--- src/rtl/router_pkg.sv ---
// Shared router types: link FSM states and round-robin lane selection.
package router_pkg;

    typedef enum logic [1:0] {L_IDLE, L_REQ, L_REL} link_state_e;

    localparam int unsigned MAX_CH = 16;

    // First set bit of mask at or after ptr, wrapping at MAX_CH. Bits of mask
    // above the real lane count must be zero so the wrap lands on lane 0.
    function automatic logic [3:0] rr_next(input logic [MAX_CH-1:0] mask,
                                           input logic [3:0]        ptr);
        logic [3:0] idx;
        logic       found;
        rr_next = ptr;
        found   = 1'b0;
        for (int unsigned i = 0; i < MAX_CH; i++) begin
            idx = ptr + 4'(i);
            if (!found && mask[idx]) begin
                rr_next = idx;
                found   = 1'b1;
            end
        end
    endfunction

endpackage

--- src/rtl/rt_lane_fifo.sv ---
// One input lane: 4-phase req/ack receiver feeding a DEPTH-entry circular FIFO.
module rt_lane_fifo #(
    parameter int unsigned n     = 32,
    parameter int unsigned DEPTH = 4
) (
    input  logic         clk,
    input  logic         rst,
    input  logic         req,
    input  logic [n-1:0] data,
    output logic         ack,
    input  logic         pop,
    output logic [n-1:0] head,
    output logic         full,
    output logic         empty
);

    localparam int unsigned AW  = $clog2(DEPTH);
    localparam logic [AW:0] ONE = 1;

    logic [AW:0]  wr_ptr;
    logic [AW:0]  rd_ptr;
    logic [n-1:0] mem [DEPTH];
    logic         capture;

    // Extra MSB on the pointers distinguishes full from empty.
    assign empty   = (wr_ptr == rd_ptr);
    assign full    = ((wr_ptr ^ rd_ptr) == {1'b1, {AW{1'b0}}});
    assign capture = req && !ack && !full;
    assign head    = mem[rd_ptr[AW-1:0]];

    always_ff @(posedge clk or negedge rst) begin
        if (!rst) begin
            wr_ptr <= '0;
            rd_ptr <= '0;
            ack    <= 1'b0;
        end else begin
            if (capture) begin
                wr_ptr <= wr_ptr + ONE;
                ack    <= 1'b1;
            end else if (ack && !req) begin
                ack    <= 1'b0;
            end
            if (pop && !empty) begin
                rd_ptr <= rd_ptr + ONE;
            end
        end
    end

    always_ff @(posedge clk) begin
        if (capture) begin
            mem[wr_ptr[AW-1:0]] <= data;
        end
    end

endmodule

--- src/rtl/noc_link_mux.sv ---
// Buffered link stage: N_CH 4-phase input lanes serialised round-robin onto one tagged output.
module noc_link_mux
    import router_pkg::*;
#(
    parameter  int unsigned n     = 32,
    parameter  int unsigned N_CH  = 4,
    parameter  int unsigned DEPTH = 4,
    localparam int unsigned CH_W  = (N_CH > 1) ? $clog2(N_CH) : 1
) (
    input  logic              clk,
    input  logic              rst,
    input  logic [N_CH-1:0]   in_req,
    output logic [N_CH-1:0]   in_ack,
    input  logic [N_CH*n-1:0] in_data,
    output logic              out_req,
    input  logic              out_ack,
    output logic [n-1:0]      out_data,
    output logic [CH_W-1:0]   out_ch,
    output logic [N_CH-1:0]   lane_full,
    output logic [N_CH-1:0]   lane_empty
);

    link_state_e       state;
    logic [CH_W-1:0]   rr_ptr;
    logic [CH_W-1:0]   grant;
    logic [n-1:0]      grant_head;
    logic [MAX_CH-1:0] mask;
    logic [N_CH-1:0]   pop;
    logic [n-1:0]      head [N_CH];

    for (genvar i = 0; i < N_CH; i++) begin : g_lane
        rt_lane_fifo #(
            .n     (n),
            .DEPTH (DEPTH)
        ) u_fifo (
            .clk   (clk),
            .rst   (rst),
            .req   (in_req[i]),
            .data  (in_data[i*n +: n]),
            .ack   (in_ack[i]),
            .pop   (pop[i]),
            .head  (head[i]),
            .full  (lane_full[i]),
            .empty (lane_empty[i])
        );
    end

    always_comb begin
        mask           = '0;
        mask[N_CH-1:0] = ~lane_empty;
    end

    assign grant = CH_W'(rr_next(mask, 4'(rr_ptr)));

    always_comb begin
        grant_head = '0;
        for (int unsigned i = 0; i < N_CH; i++) begin
            if (grant == CH_W'(i)) grant_head = head[i];
        end
    end

    // out_ch holds the granted lane for the whole L_REQ phase.
    always_comb begin
        pop = '0;
        for (int unsigned i = 0; i < N_CH; i++) begin
            pop[i] = (state == L_REQ) && out_ack && (out_ch == CH_W'(i));
        end
    end

    always_ff @(posedge clk or negedge rst) begin
        if (!rst) begin
            state    <= L_IDLE;
            out_req  <= 1'b0;
            out_data <= '0;
            out_ch   <= '0;
            rr_ptr   <= '0;
        end else begin
            case (state)
                L_IDLE: begin
                    if (!(&lane_empty)) begin
                        out_data <= grant_head;
                        out_ch   <= grant;
                        out_req  <= 1'b1;
                        state    <= L_REQ;
                    end
                end
                L_REQ: begin
                    if (out_ack) begin
                        out_req <= 1'b0;
                        rr_ptr  <= (out_ch == CH_W'(N_CH - 1)) ? '0 : out_ch + 1'b1;
                        state   <= L_REL;
                    end
                end
                L_REL: begin
                    if (!out_ack) state <= L_IDLE;
                end
                default: state <= L_IDLE;
            endcase
        end
    end

endmodule

--- config.mk ---
export PLATFORM = sky130hd
export DESIGN_NAME = noc_link_mux
export DESIGN_NICKNAME = d
export VERILOG_FILES = /design/src/rtl/router_pkg.sv /design/src/rtl/rt_lane_fifo.sv /design/src/rtl/noc_link_mux.sv
export SDC_FILE = /design/constraint.sdc
export NUM_CORES = 1
export LEC_CHECK = 0
export CORE_MARGIN = 3
export CORE_UTILIZATION = 55
export DETAILED_ROUTE_END_ITERATION = 16
export PLACE_DENSITY = 0.88
export SETUP_SLACK_MARGIN = 0.4
export SYNTH_ARGS = -nofsm -noshare
export SYNTH_HDL_FRONTEND = slang
export SYNTH_SLANG_ARGS = --single-unit
--- constraint.sdc ---
create_clock -name clk -period 6.21 [get_ports clk]
set_clock_uncertainty 0.15 [all_clocks]
set_input_delay 1.242 -clock clk [delete_from_list [all_inputs] [get_ports clk]]
set_output_delay 1.242 -clock clk [all_outputs]
set_load 0.01 [all_outputs]
==> results.py <==
metrics = {
    "clock_tree": {
        "cts_resized": 0,
        "cts-buffers-inserted": 55,
        "htreeDepth": 2,
        "clockRootBuffer": "clkbuf_16",
        "cts.reportedPaths.clkPinSlew_ns": 0.06,
        "cts_hold_buf": 0,
        "numClockSinks": 579,
        "insertion_delay_ns": 0.61,
        "post_cts_buffers": 0,
        "cts_buffer_depth": 3,
        "cts_tree": "built",
    },
    "drt": {
        "num_vias": 11450,
        "post_drt_via_cell_ratio": 6.141,
        "antenna_left": 0,
        "avgRoutedWirePerCell_um": 27.58,
        "drc": 0,
        "firstDrtPassIters": 5,
        "drt_wl_total_um": 51410,
        "drt_iter0_markers": 1340,
    },
    "sta": {
        "tightestPinTransition_ns": 1.411,
        "slew_headroom_pct": 5.920,
        "final.setup.tns_ns": 0,
        "min_period_ns": 4.688,
        "rsz0062_at_grt": "no",
        "fmax_mhz": 213.3,
        "final-setup-viol-count": 0,
        "fin_crit_sh_pct": 75.49,
        "maxSlewViolCount": 0,
        "hold_viol_final": 0,
    },
    "synth": {
        "yosysWarnings": 0,
        "synth.net_count": 1251,
        "ys_seq_area_share_pct": 74.85,
        "synth_edf_count": 512,
        "ys.flop_type": "edfxtp_1",
        "ys_ff_latch": 579,
        "synth_top_cell_area_share_pct": 67.49,
        "synth_area_mm2": 0.02278,
        "synth_most_common_cell": "edfxtp_1",
        "netlist_instances": 1090,
        "ys_async_sr_fraction_pct": 11.57,
        "synth.avg_cell_area_um2": 20.90,
        "synth_top_area_cell": "edfxtp_1",
        "synth_common_cells": "edfxtp_1 (512), mux4_2 (130), dfrtp_1 (67), mux2i_1 (64), nand2_1 (54)",
        "yosysUniqueCellTypes": 46,
        "synthTopCellsByArea": "edfxtp_1 (67%), mux4_2 (13%), dfrtp_1 (7.4%), mux2i_1 (2.8%), ha_1 (1.4%)",
    },
    "final_layout": {
        "final_nets": 1452,
        "syn2layout_area_growth_pct": 18.27,
        "drive_above_1_share_pct": 19.82,
    },
    "critical_path": {
        "rr_startpoint": "g_lane[2].u_fifo.rd_ptr[1]$_DFFE_PN0P_",
        "reg2reg_depth": 11,
        "critPathCaptureType": "flop",
        "worstPathArrival_ns": 4.95,
        "cp-start-kind": "flop",
        "critPathRequiredTime_ns": 6.47,
        "crit_path_max_fanout": 35,
        "path_class": "reg -> reg",
        "rrSetupSlack_ns": 1.52,
        "rr_endpoint": "out_data[6]$_DFFE_PN0P_",
    },
    "floorplanning": {
        "initial_core_util_pct": 56.56,
        "die_y_um": 209.5,
        "core_region_area_mm2": 0.04028,
        "dieArea_mm2": 0.04390,
        "io_pins": 182,
        "row_count": 73,
        "die_w_um": 209.5,
    },
    "global_route": {
        "grt_first_pass_wirelength_um": 76510,
        "grt_max_degree": 68,
        "overflow": 0,
        "grt.total_usage_pct": 23.59,
        "grt_pass1_vias": 11940,
        "antenna_found_initial": 1,
    },
    "min_path": {
        "hold_depth": 1,
        "worstHoldPathType": "reg -> reg",
        "worstHoldStart": "g_lane[3].u_fifo.wr_ptr[2]$_DFFE_PN0P_",
        "hold_end": "g_lane[3].u_fifo.wr_ptr[2]$_DFFE_PN0P_",
    },
    "power_and_ir_drop": {
        "power_density_mw_per_mm2": 501.4,
        "peakVddDrop_uv": 287.2,
        "p_leak_nw": 9.154,
        "finalPower_mw": 13.51,
    },
    "placed_design": {
        "place_congestion": 0.8874,
        "dp_hpwl_um": 31540,
        "io_buffers": 181,
    },
    "run": {
        "maxCapViolations": 0,
    },
    "status": {
        "status": "complete, no violations",
    },
}
[cells in the final DEF, fill, tap and decap left out, types with 4 or more instances in the layout]
master	Yosys	routed
or3_1	4	4
dfrtp_2	0	4
and2_1	16	15
o221ai_1	32	32
mux4_2	130	130
nor3b_1	4	4
ha_1	26	26
dfrtp_1	67	63
edfxtp_1	512	512
clkdlybuf4s50_1	0	180
xnor2_1	18	18
a21oi_1	7	7
o21ai_0	9	9
mux2_2	4	4
clkinv_2	0	13
xor2_1	10	10
buf_4	12	28
o31a_1	4	4
mux2i_1	64	64
clkbuf_8	0	12
clkbuf_1	33	7
clkinv_1	1	5
nor2_1	11	11
nand2_1	54	54
and3_1	5	5
inv_1	18	18
clkbuf_16	0	58
[layout make-up]
cell class / count / area, µm²
antenna: 2 / 5.005
clock buffer: 77 / 1643
clock inverter: 26 / 234.0
fill: 2506 / 13340
inverter: 19 / 71.32
multi-input combinational: 428 / 5266
sequential: 579 / 17060
tap: 525 / 656.9
timing repair buffer: 208 / 2012
[report_power, final]
group / switching [mW] / internal, mW
Combinational: 2.68 / 2.12
Clock: 1.42 / 1.97
Sequential: 0.339 / 4.98
[state kept, by name, summed over array words and instances, names as in the netlist]
| name | flops |
|---|---|
| out_data | 32 |
| rr_ptr | 2 |
| state | 2 |
| g_lane.u_fifo.wr_ptr | 12 |
| out_ch | 2 |
| g_lane.u_fifo.ack | 4 |
| g_lane.u_fifo.mem | 512 |
| g_lane.u_fifo.rd_ptr | 12 |
| out_req | 1 |
[how the worst max path moves through the flow]
stage	from	endpoint	slack, ns	depth (start not counted)
final	g_lane[2].u_fifo.rd_ptr[1]$_DFFE_PN0P_	out_data[6]$_DFFE_PN0P_	1.52	11
after global routing	g_lane[2].u_fifo.rd_ptr[1]$_DFFE_PN0P_	out_data[6]$_DFFE_PN0P_	1.36	11
after CTS	g_lane[2].u_fifo.rd_ptr[1]$_DFFE_PN0P_	out_data[6]$_DFFE_PN0P_	1.59	11
after detailed placement	g_lane[2].u_fifo.rd_ptr[1]$_DFFE_PN0P_	out_data[8]$_DFFE_PN0P_	1.65	11
after global placement	g_lane[2].u_fifo.rd_ptr[1]$_DFFE_PN0P_	out_data[9]$_DFFE_PN0P_	1.89	11
after floorplan	g_lane[2].u_fifo.rd_ptr[0]$_DFFE_PN0P_	out_data[22]$_DFFE_PN0P_	3.04	12
[critical path, stage by stage (launching register included)]
cell      delay [ns]
dfrtp_1         0.33
buf_4           0.48
xor2_2          0.17
or3_1           0.54
mux4_2          0.58
nand4_1         0.12
a21oi_1         0.07
o32a_4          0.35
nor2_8          0.63
buf_4           0.51
mux2i_1         0.35
o221ai_1        0.19
[per-stage QoR]
step | hold slack (ns) | cell area [µm²] | utilization (%) | instances | setup slack (ns)
2_1_floorplan | 0.3117 | 22780 | - | 1090 | 3.045
3_3_place_gp | 0.3110 | 25060 | 62.22 | 1759 | 1.887
3_5_place_dp | 0.3314 | 25060 | 62.22 | 1759 | 1.653
4_1_cts | 0.3447 | 26940 | 66.88 | 1862 | 1.595
5_1_grt | 0.3597 | 26940 | 66.88 | 1862 | 1.360
6_report | 0.3388 | 26940 | 66.89 | 1864 | 1.522
[routing by layer]
metal  vias to the layer above  track usage [%]  share of wire [%]
met2                       574            40.64                 53
met3                       101            4.380                8.3
li1                       4838                -                  -
met1                      5934            30.94                 36
met4                         0            7.390                3.1
met5                         -                0                  0
[logic make-up (layout without fill, tap and decap cells)]
| logic type | after synthesis | in the layout | synth area share, % |
|---|---|---|---|
| AND/OR/NAND/NOR | 109 | 109 | 2.334 |
| multiplexers | 198 | 198 | 15.86 |
| adder cells (fa/ha/maj) | 26 | 26 | 1.428 |
| flip-flops | 579 | 579 | 74.85 |
| XOR/XNOR | 29 | 29 | 1.148 |
| other | 0 | 2 | 0 |
| buffers and inverters | 83 | 330 | 2.092 |
| AO/OA/AOI/OAI | 66 | 66 | 2.290 |
Note: power is estimated with default switching activity, not from simulation.
